[config.mk]
export PLATFORM = sky130hd
export DESIGN_NAME = ram32_fifo_arb
export DESIGN_NICKNAME = d
export VERILOG_FILES = /design/src/rtl/ram32_fifo_arb_pkg.sv /design/src/rtl/ram32_fifo_arb_rr_arb2.sv /design/src/rtl/ram32_fifo_arb.sv
export SDC_FILE = /design/constraint.sdc
export NUM_CORES = 1
export LEC_CHECK = 0
export CAP_MARGIN = 20
export CORE_ASPECT_RATIO = 1.4
export CORE_MARGIN = 2
export CORE_UTILIZATION = 39
export CTS_BUF_LIST = sky130_fd_sc_hd__clkbuf_16
export DETAILED_ROUTE_END_ITERATION = 10
export PLACE_DENSITY = 0.81
export SLEW_MARGIN = 20
export SYNTH_ARGS = -nofsm -noshare
export SYNTH_HDL_FRONTEND = slang
export SYNTH_HIERARCHICAL = 1
export SYNTH_SLANG_ARGS = --single-unit
[constraint.sdc]
create_clock -name CLK -period 4 [get_ports CLK]
set_input_delay 0.6 -clock CLK [delete_from_list [all_inputs] [get_ports CLK]]
set_output_delay 0.6 -clock CLK [all_outputs]
set_load 0.01 [all_outputs]
[src/rtl/ram32_fifo_arb_pkg.sv]
// Shared constants and grant encoding for the ram32_fifo_arb FIFO controller.
package ram32_fifo_arb_pkg;

  localparam int unsigned FIFO_DW    = 12;
  localparam int unsigned FIFO_AW    = 5;
  localparam int unsigned FIFO_DEPTH = 32;

  typedef enum logic {
    GNT_P0 = 1'b0,
    GNT_P1 = 1'b1
  } gnt_e;

endpackage

[src/rtl/ram32_fifo_arb_rr_arb2.sv]
// Two-way round-robin arbiter; the last-grant flop resets to P1 so P0 wins the first tie.
module rr_arb2
  import ram32_fifo_arb_pkg::*;
(
  input  logic clk,
  input  logic rst_n,
  input  logic req0,
  input  logic req1,
  input  logic block,
  output logic gnt0_c,
  output logic gnt1_c
);

  gnt_e last;

  always_comb begin
    gnt0_c = 1'b0;
    gnt1_c = 1'b0;
    if (!block) begin
      if (req0 && (!req1 || last == GNT_P1)) gnt0_c = 1'b1;
      else if (req1)                         gnt1_c = 1'b1;
    end
  end

  always_ff @(posedge clk or negedge rst_n) begin
    if (!rst_n)      last <= GNT_P1;
    else if (gnt0_c) last <= GNT_P0;
    else if (gnt1_c) last <= GNT_P1;
  end

endmodule

[src/rtl/ram32_fifo_arb.sv]
// Shared FWFT FIFO over an external 32xDW distributed RAM, two arbitrated producers, one consumer.
// Optional high-water mark (HWM/HWM_CLR) enabled by defining RAM32_FIFO_HWM_EN.
module ram32_fifo_arb
  import ram32_fifo_arb_pkg::*;
#(
  parameter int unsigned DW = FIFO_DW,
  parameter int unsigned AW = FIFO_AW
) (
  input  logic          CLK,
  input  logic          RSTN,
`ifdef RAM32_FIFO_HWM_EN
  input  logic          HWM_CLR,
  output logic [AW:0]   HWM,
`endif
  input  logic          REQ0,
  input  logic [DW-1:0] DIN0,
  output logic          RDY0,
  input  logic          REQ1,
  input  logic [DW-1:0] DIN1,
  output logic          RDY1,
  output logic [DW-1:0] DOUT,
  output logic          DVALID,
  input  logic          DREADY,
  output logic [AW-1:0] RAM_WADDR,
  output logic [AW-1:0] RAM_RADDR,
  output logic [DW-1:0] RAM_DI,
  output logic          RAM_WE,
  input  logic [DW-1:0] RAM_DO,
  output logic [AW:0]   COUNT,
  output logic          FULL,
  output logic          EMPTY
);

  localparam int unsigned DEPTH = 1 << AW;

  logic [AW-1:0] wptr;
  logic [AW-1:0] rptr;
  logic [AW:0]   count;
  logic [AW:0]   count_nxt;
  logic [DW-1:0] dout;
  logic          dvalid;
  logic          we;
  logic          load;

  rr_arb2 u_arb (
    .clk    (CLK),
    .rst_n  (RSTN),
    .req0   (REQ0),
    .req1   (REQ1),
    .block  (FULL),
    .gnt0_c (RDY0),
    .gnt1_c (RDY1)
  );

  assign FULL  = (count == (AW+1)'(DEPTH));
  assign EMPTY = (count == (AW+1)'(0));
  assign we    = RDY0 | RDY1;
  assign load  = !EMPTY && (!dvalid || DREADY);

  assign RAM_WE    = we;
  assign RAM_DI    = RDY1 ? DIN1 : DIN0;
  assign RAM_WADDR = wptr;
  assign RAM_RADDR = rptr;
  assign COUNT     = count;
  assign DOUT      = dout;
  assign DVALID    = dvalid;

  always_comb begin
    count_nxt = count;
    if (we && !load)      count_nxt = count + (AW+1)'(1);
    else if (!we && load) count_nxt = count - (AW+1)'(1);
  end

  always_ff @(posedge CLK or negedge RSTN) begin
    if (!RSTN) begin
      wptr  <= '0;
      rptr  <= '0;
      count <= '0;
    end else begin
      if (we)   wptr <= wptr + AW'(1);
      if (load) rptr <= rptr + AW'(1);
      count <= count_nxt;
    end
  end

  // Output register: refill whenever it is empty or being consumed; hold DOUT when going invalid.
  always_ff @(posedge CLK or negedge RSTN) begin
    if (!RSTN) begin
      dout   <= '0;
      dvalid <= 1'b0;
    end else if (load) begin
      dout   <= RAM_DO;
      dvalid <= 1'b1;
    end else if (dvalid && DREADY) begin
      dvalid <= 1'b0;
    end
  end

`ifdef RAM32_FIFO_HWM_EN
  always_ff @(posedge CLK or negedge RSTN) begin
    if (!RSTN)               HWM <= '0;
    else if (HWM_CLR)        HWM <= count;
    else if (count_nxt > HWM) HWM <= count_nxt;
  end
`endif

endmodule

# Word level (Yosys, flattened, before mapping)
# Cells that the tools add are included.
# Widths: inputs -> output; s select.
word_totals:
  regBits: 30
  input_bits: 41
op_classes:
  add_sub_neg: 4
  n_eq_ne: 1
  muxes: 12
  n_bitwise: 1
  n_reduce_logical: 16
ops:
  columns: ["cell", "n"]
  rows:
  - ["$mux 12", 1]
  - ["$mux 6", 2]
  - ["$add 5x1->5 const B", 2]
  - ["$mux 1", 9]
  - ["$add 6x1->6 const B", 1]
  - ["$eq 6x6->1 const B", 1]
  - ["$logic_not 6->1", 1]
  - ["$reduce_bool 2->1", 3]
  - ["$sub 6x1->6 const B", 1]
  - ["$logic_and 1x1->1", 5]
  - ["$logic_not 1->1", 5]
  - ["$logic_or 1x1->1", 2]
  - ["$or 1x1->1", 1]

# Logic depth before layout (Yosys ltp)
# Gate-level depths: netlist of the first run.
depth:
  word_depth: 10
  depth_mapped: 13
  ltp_nobuf: 12

# Hierarchy
# Netlist of the first run, hierarchy kept.
modules_own_cells:
  columns: ["mod", "instances", "cells_per_inst", "area_per_inst_um2"]
  rows:
  - ["ram32_fifo_arb", 1, 122, 1524.0]
  - ["rr_arb2", 1, 7, 71.3]

# Worst setup path before layout of the first run
# OpenSTA, ideal clock, no wires.
synth_timing:
  kind: "reg2reg"
  from: "reg count[0] (netlist: COUNT[0])"
  to: "reg count[5] (netlist: COUNT[5])"
  setup_ns: 0.126
  arrival_time_ns: 3.849
  required_time_ns: 3.874
  setup_slack_ns: 0.025
  stages_incl_launch_ff: 14
  n_path_buf: 1
  cell_sequence: "dfrtp_1 -> or4_4 -> nor3b_1 -> nand2b_1 -> a21oi_1 -> or2_2 -> clkbuf_1 -> ha_1 -> inv_1 -> ha_1 -> a211oi_1 -> or3b_2 -> nand4_1 -> a221o_1"
synth_between:
  elab_chain_cells: 6
  elab_cells_between_ends: 16
  classes_between: "add/sub: 2; eq/ne: 1; mux: 4; bitwise: 1; reduce/logical: 8"
synth_rtl:
  columns: ["element", "line_no", "rtl"]
  rows:
  - ["start: declaration", "ram32_fifo_arb.sv:38", "logic [AW:0] count;"]
  - ["start signal: assignment", "ram32_fifo_arb.sv:82", "count <= count_nxt;"]
  - ["$eq 6x6->1 (*)", "ram32_fifo_arb.sv:55", "assign FULL = (count == (AW+1)'(DEPTH));"]
  - ["net FULL", "ram32_fifo_arb.sv:30", "output logic FULL,"]
  - ["$mux 1 (*)", "ram32_fifo_arb_rr_arb2.sv:19", "if (!block) begin"]
  - ["net RDY1", "ram32_fifo_arb.sv:20", "output logic RDY1,"]
  - ["$or 1x1->1 (*)", "ram32_fifo_arb.sv:57", "assign we = RDY0 | RDY1;"]
  - ["net RAM_WE", "ram32_fifo_arb.sv:27", "output logic RAM_WE,"]
  - ["$logic_not 1->1", "ram32_fifo_arb.sv:71", "else if (!we && load) count_nxt = count - (AW+1)'(1);"]
  - ["$logic_and 1x1->1", "ram32_fifo_arb.sv:71", null]
  - ["$reduce_bool 2->1 (no source line)", null, null]
# The timed path passes the listed nets; every way through them passes the cells marked *. The select of a mux whose other input is x is not followed.
# A chain may end at the register's enable or synchronous reset.

# Worst setup path in the final report of the first run
layout_timing:
  from: "reg count[0] (netlist: COUNT[0])"
  to: "reg count[5] (netlist: COUNT[5])"
layout_between:
  elab_chain_cells: 6
  elab_cells_between_ends: 16
  classes_between: "add/sub: 2; eq/ne: 1; mux: 4; bitwise: 1; reduce/logical: 8"
layout_rtl:
  columns: ["element"]
  rows:
  - ["branches (longest 6 deep; another with $sub 6x1->6)"]
# Several ways; the timed one is not identified. The select of a mux whose other input is x is not followed.

==> results.py, run 1 <==
metrics = {
    "floorplan": {
        "fp.dieH_microns": 79.7,
        "die_w_microns": 58.1,
        "core_sq_um": 3920,
        "io_pins": 87,
        "start_util_pct": 40.7,
        "fp-row-count": 27,
        "dieArea_sq_um": 4630,
    },
    "finish": {
        "design_area_sq_um": 2650,
        "n_fill_cell": 293,
        "area_growth_pct": 65.8,
        "final_nets": 268,
        "multiInputGateArea_sq_um": 811,
        "n_antenna_cell": 0,
        "drive_gt1_share_pct": 20.5,
        "seqCellArea_sq_um": 752,
    },
    "critical_path": {
        "crit_end": "COUNT[5]$_DFFE_PN0P_",
        "critical_path_class": "register to register",
        "regToRegSetupSlack_ns": 0.32,
        "crit_start": "COUNT[0]$_DFFE_PN0P_",
        "end_kind": "register",
        "critPathMaxFanout": 7,
        "rr_worst_depth": 12,
        "reg2reg_from": "COUNT[0]$_DFFE_PN0P_",
        "startpoint_type": "register",
        "cp.arrival_ns": 3.83,
        "worstPathRequired_ns": 4.15,
        "timing.rr.end": "COUNT[5]$_DFFE_PN0P_",
    },
    "power": {
        "p_sw_uw": 630,
        "p_leak_uw": 0.00108,
        "p_int_uw": 1160,
        "p_per_area_nw_per_um2": 676,
        "pwr-share-seq_pct": 30.9,
        "power_frac_comb_pct": 49.6,
        "peakVddDrop_mv": 0.520,
        "pwr-share-clk_pct": 19.5,
        "power_switching_share_pct": 35.2,
    },
    "synth": {
        "synth_top_area_share_pct": 45.5,
        "synth_nets": 178,
        "yosys.area_share.simple_pct": 8.86,
        "synth_compound_area_share_pct": 8.31,
        "avgSynthCellArea_sq_um": 12.4,
        "synth_cells": 129,
        "synthXorXnorAreaFrac_pct": 6.59,
        "muxShareOfSynthArea_pct": 19.7,
        "ys_top_cells_by_area": "dfrtp_1, mux2_2, ha_1, xnor2_1, xor2_1",
        "synth_area_sq_um": 1600,
        "yosys.area.top_type": "dfrtp_1",
        "synth_top_family_by_area": "multiplexers",
        "ys_ff_latch": 30,
        "seq_area_frac_synth_pct": 47.1,
        "synth.distinct_cells": 35,
        "synthAdderAreaFrac_pct": 6.75,
        "synth_warnings": 6,
    },
    "clock_tree": {
        "numCtsBuffers": 5,
        "clk_pin_slew_ns": 0.05,
        "clk_latency_ns": 0.27,
        "clock-sinks": 30,
        "cts_tree": "done",
        "htree_levels": 2,
        "clock_tree.root_cell": "clkbuf_16",
        "clk_path_buf_depth": 2,
    },
    "timing": {
        "clock.fmax_mhz": 272,
        "skew_ns": 0.00473,
        "rsz0062_at_grt": "no",
        "tightest_slew_ns": 0.851,
        "min_period_ns": 3.68,
        "period_share_pct": 92.0,
        "hold_viol": 0,
        "tns_ns": 0,
        "maxSlewViolCount": 0,
        "setup_viol": 0,
        "max_slew_margin_pct": 43.2,
    },
    "hold_path": {
        "hp-start": "RAM_RADDR[4]$_DFFE_PN0P_",
        "worst_hold_path_type": "register to register",
        "worstHoldPathCells": 1,
    },
    "placement": {
        "portBuffers": 86,
        "placed_area_sq_um": 2500,
        "globalplace.congestion": 0.811,
        "dp_hpwl_mm": 3.59,
    },
    "flow_run": {
        "maxCapViolations": 0,
    },
    "route": {
        "drc": 0,
        "vias": 1342,
        "ant_nets": 0,
        "drtIter0Drc": 14,
        "vias_per_cell": 5.10,
        "finalWirelength_mm": 4.50,
        "wl_per_cell_microns": 17.1,
        "first_pass_iters": 4,
    },
    "global_route": {
        "grt_max_degree": 20,
        "grt_pass1_wl_mm": 6.94,
        "grt_use_total_pct": 20.1,
        "grt_pass1_vias": 1404,
        "antenna_found_initial": 0,
        "grt_overflow": 0,
    },
    "outcome": {
        "outcome": "completed",
    },
}
[how the worst min path moves through the flow]
stage                                     endpoint  slack (ns)
after floorplan               COUNT[0]$_DFFE_PN0P_        0.30
after global placement    RAM_RADDR[4]$_DFFE_PN0P_        0.46
after detailed placement  RAM_RADDR[4]$_DFFE_PN0P_        0.47
after CTS                 RAM_RADDR[4]$_DFFE_PN0P_        0.47
after global routing      RAM_RADDR[4]$_DFFE_PN0P_        0.50
final                     RAM_RADDR[4]$_DFFE_PN0P_        0.47
[layout make-up]
class	instances	area share (%)
clock buffers	5	4.73
clock inverters	3	0.473
inverters	4	0.568
multi-input cells	90	30.7
flip-flops and latches	30	28.4
well taps	43	2.03
repair buffers	88	33.1
[sequential cells by signal, summed over array words and instances, names as in the netlist]
register    cells
DVALID          1
RAM_WADDR       5
u_arb/last      1
DOUT           12
RAM_RADDR       5
COUNT           6
[repair_timing]
item,CTS,global route
hold buffers,0,0
setup endpoints to repair,0,1
setup buffers,0,0
resized for setup,0,2
[per-stage QoR]
step | setup WS [ns] | cells | utilization [%] | hold WS [ns] | total power (uW)
3_5_place_dp | 0.0911 | 255 | 63.7 | 0.469 | 1430
3_3_place_gp | 0.325 | 255 | 63.7 | 0.459 | 1390
6_report | 0.319 | 263 | 67.5 | 0.474 | 1790
4_1_cts | 0.0572 | 263 | 67.2 | 0.475 | 1790
2_1_floorplan | 0.0254 | 129 | - | 0.304 | 1010
5_1_grt | 0.0941 | 263 | 67.5 | 0.502 | 1900
[synth_stat cells]
library cell,count
xnor2_1,7
o211ai_1,2
a221o_1,1
buf_2,1
nor2b_2,1
dfstp_2,1
clkbuf_1,2
xor2_1,5
o2111ai_1,1
o21bai_1,1
a211oi_1,1
buf_6,1
fa_1,1
nand2_1,7
or4_4,1
dfrtp_1,29
nor3_1,4
a21boi_2,1
a21oi_1,4
nand2b_1,2
nor3b_1,2
a21o_1,1
mux2_2,27
or2_2,1
nor2_1,2
inv_1,4
or3b_2,1
ha_1,7
a21o_2,1
mux2i_1,1
nor2b_1,1
o31ai_4,1
nand4_1,3
buf_1,1
o21ai_0,3
[critical path, cell delays in order (launching register included)]
cell	delay, ns
dfrtp_1	0.46
or4_4	0.60
nor3b_2	0.27
nor2b_2	0.08
a21boi_2	0.16
or2_2	0.37
ha_1	0.27
inv_1	0.18
ha_1	0.30
a211oi_2	0.33
or3b_2	0.19
nand4_1	0.09
a221o_1	0.27
[routing by layer]
metal  share of wire, %  GRT usage [%]  vias up  routed length (microns)
met4                1.1           5.58        0                       49
li1                   -              -      640                        -
met1                 38           23.3      662                     1720
met2                 57           35.9       34                     2540
met3                4.2           5.19        6                      188
met5                  0              0        -                        0
[power by group through the flow]
stage / registers [uW] / logic (uW) / clock network [uW]
3_3_place_gp: 543 / 843 / 0
5_1_grt: 573 / 962 / 369
3_5_place_dp: 555 / 880 / 0
4_1_cts: 551 / 887 / 355
2_1_floorplan: 577 / 435 / 0
6_report: 553 / 887 / 349
[logic make-up (layout without fill, tap and decap cells)]
kind of cell	count (synthesis)	count (layout)
buf+inv	9	100
compound gates	17	17
simple gates	25	25
mux	28	28
flops	30	30
fa+ha+maj	8	8
xor+xnor	12	12
[placed cells by master, fill, tap and decap left out, drive strengths merged, types with 2 or more instances in the layout]
cell and n:
nor2 2, ha 7, o211ai 2, nor3b 2, nor2b 2, nand2 7
nor3 4, buf 2, mux2 27, clkdlybuf4s50 86, xnor2 7, nand2b 2
inv 5, nand4 3, dfrtp 29, a21o 2, a21oi 4, clkinv 2
xor2 5, clkbuf 5, o21ai 3
Power figures use the tool's default switching activity.
==> run 2: changes to the inputs <==
--- a/config.mk
+++ b/config.mk
@@ -5,6 +5,7 @@
 export SDC_FILE = /design/constraint.sdc
 export NUM_CORES = 1
 export LEC_CHECK = 0
+export ABC_AREA = 0
 export CAP_MARGIN = 20
 export CORE_ASPECT_RATIO = 1.4
 export CORE_MARGIN = 2
==> results of run 2 <==
Same layout as run 1: the final DEF is identical, and so are final timing and power.
==> RTL edit (settings of run 2) <==
Change the package constant `FIFO_AW` from 5 to 6.
--- a/src/rtl/ram32_fifo_arb_pkg.sv
+++ b/src/rtl/ram32_fifo_arb_pkg.sv
@@ -2,7 +2,7 @@
 package ram32_fifo_arb_pkg;
 
   localparam int unsigned FIFO_DW    = 12;
-  localparam int unsigned FIFO_AW    = 5;
+  localparam int unsigned FIFO_AW    = 6;
   localparam int unsigned FIFO_DEPTH = 32;
 
   typedef enum logic {
Interface: changed (resized COUNT, RAM_RADDR and RAM_WADDR); port bits go from 87 to 90. The function was not compared with the original's and may differ.
==> RTL edit against run 2 <==
  * Routed wire length rose by 1.8%
  * Synthesized area is 12% higher
  * Sequential cell count is 3 higher
  * Cell count grew 16%
  * Power increased by 9.6%
  * Design area increased by 11%
  * Clock power increased by 20%
  * Setup slack improved by 0.19 ns
  * Critical endpoint is now COUNT[6]
  * Highest routed layer unchanged
==> RTL edit: results (changes against run 2) <==
reg2reg_slack_ns: 0.51  # was 0.32 ns
r2r_cells: 13  # was 12
skew_ns: 0.004420  # was 0.004732 ns
h-tree-depth: 2  # unchanged
nets: 293  # was 268
relSlewSlack: 0.6938  # was 0.4324
n_antenna_cell: 0  # unchanged
pre_cts_ws_ns: 0.5760  # was 0.09111 ns
synth-adder-area-share: 0.07392  # was 0.06745
regToRegEndpoint: "COUNT[6]"  # was COUNT[5]
gp_congestion: 0.8059  # was 0.8113
grt_pass1_wl_um: 7189  # was 6941 um
synth_compound_area_frac: 0.09205  # was 0.08314
cts.clk_slew.worst_paths_ns: 0.05  # about the same
synth_top_family_by_area: "multiplexers"  # unchanged
cts-resized-gates: 0  # unchanged
cts-root-buf: "clkbuf_16"  # unchanged
antenna_found_initial: 0  # unchanged
fin_hold_ws_ns: 0.4687  # was 0.4745 ns
place_hpwl_um: 3476  # was 3589 um
ys_seq_area_frac: 0.4609  # was 0.4714
drive_above_1_share: 0.1770  # was 0.2045
syn-num-nets: 198  # was 178
synth_cell_types: 37  # was 35
worstPathArrival_ns: 3.68  # was 3.83 ns
cts_max_path_buffers: 2  # unchanged
grt_usage: 0.1839  # was 0.2009
min_path_cells: 1  # unchanged
ys_warn_count: 6  # unchanged
peakVddDrop_v: 0.0003147  # was 0.0005198 V
clk_latency_ns: 0.27  # about the same
largest_reg_flops: 12  # unchanged
min-delay-start: "RAM_WADDR[5]"  # was RAM_RADDR[4]
hold_path.class: "register to register"  # unchanged
whs_endpoint: "RAM_WADDR[5]"  # was RAM_RADDR[4]
async_flop_share: 1.000  # unchanged
switching_share: 0.3449  # was 0.3523
cts_setup_buffers: 0  # unchanged
dr.pass1.iters: 4  # unchanged
synthTopCellsByCount: "dfrtp_1 (32), mux2_2 (23), xnor2_1 (10), ha_1 (9), nand2_1 (8)"  # was dfrtp_1 (29), mux2_2 (27), ha_1 (7), nand2_1 (7), xnor2_1 (7)
grt_max_degree: 34  # was 20
synthTopCellsByArea: "dfrtp_1 (45%), mux2_2 (14%), ha_1 (6.3%)"  # was dfrtp_1 (45%), mux2_2 (19%), ha_1 (5.5%)
wl_per_cell_um: 15.01  # was 17.10 um
p_seq_frac: 0.311  # was 0.309
port_buffers: 89  # was 86
reg2reg_from: "COUNT[2]"  # was COUNT[0]
synthMuxAreaShare: 0.1834  # was 0.1969
num-fill-cells: 352  # was 293
status: "finished, final reports clean"  # unchanged
critical_path.max_fanout: 7  # unchanged
detailed_place.area_mm2: 0.002763  # was 0.002497 mm2
drtIter0Drc: 57  # was 14
cts_made_buffers: 5  # unchanged
synth_edf_count: 0  # unchanged
power.leakage_uw: 0.001197  # was 0.001083 uW
dr_total_vias: 1483  # was 1342
synth-xor-area-share: 0.06834  # was 0.06588
[RTL edit: layout make-up]
type / count / area (um2) / share of cell area
sequential: 33 / 827.0 / 0.2827
inverter: 4 / 15.01 / 0.005133
timing repair buffer: 92 / 913.4 / 0.3122
clock inverter: 3 / 37.54 / 0.01283
tap: 62 / 77.57 / 0.02652
clock buffer: 5 / 125.1 / 0.04277
multi-input combinational: 106 / 929.6 / 0.3178
[RTL edit: how the worst max path moves through the flow]
stage              from       end  slack (ns)
2_1_floorplan  COUNT[2]  COUNT[6]        0.55
3_3_place_gp       REQ0  COUNT[6]        0.67
3_5_place_dp   COUNT[3]  COUNT[6]        0.58
4_1_cts        COUNT[2]  COUNT[6]        0.52
5_1_grt        COUNT[2]  COUNT[6]        0.25
6_report       COUNT[2]  COUNT[6]        0.51
[RTL edit: logic make-up (layout without fill, tap and decap cells)]
| logic type | after synthesis | in the layout |
|---|---|---|
| AO/OA/AOI/OAI | 22 | 22 |
| AND/OR/NAND/NOR | 32 | 32 |
| adder cells (fa/ha/maj) | 10 | 10 |
| XOR/XNOR | 14 | 14 |
| buffers and inverters | 8 | 104 |
| flip-flops | 33 | 33 |
| multiplexers | 28 | 28 |
[RTL edit: per-stage QoR]
step / instances / utilization
after floorplan: 147 / -
after global placement: 297 / 0.6190
after detailed placement: 297 / 0.6190
after CTS: 305 / 0.6555
after global routing: 305 / 0.6555
final: 305 / 0.6555
[RTL edit: worst max-delay path: stages (launching register included)]
cell and delay (ns):
dfrtp_1 0.43, nor4_4 0.37, nand2_1 0.15, nor2_1 0.21
nor2b_2 0.07, a21boi_2 0.16, or2_2 0.36, ha_1 0.29
inv_1 0.22, ha_1 0.33, a211oi_1 0.33, nor3_1 0.11
nor3_1 0.23, xnor2_1 0.16
[RTL edit: power by group through the flow]
stage	registers, uW	logic (uW)	clock network (uW)
finish	610	932	418
detailed placement	616	928	0
global route	631	1020	441
floorplan	645	460	0
CTS	613	943	425
global placement	607	907	0
[RTL edit: layer usage]
layer  global-route usage  share of wire  up-vias  wire, um
met1               0.2084           0.38      718      1734
met4              0.07312          0.023        0       104
met2               0.3191           0.55       37      2524
li1                     -              -      719         -
met5                    0              0        -         0
met3              0.04160          0.047        9       215
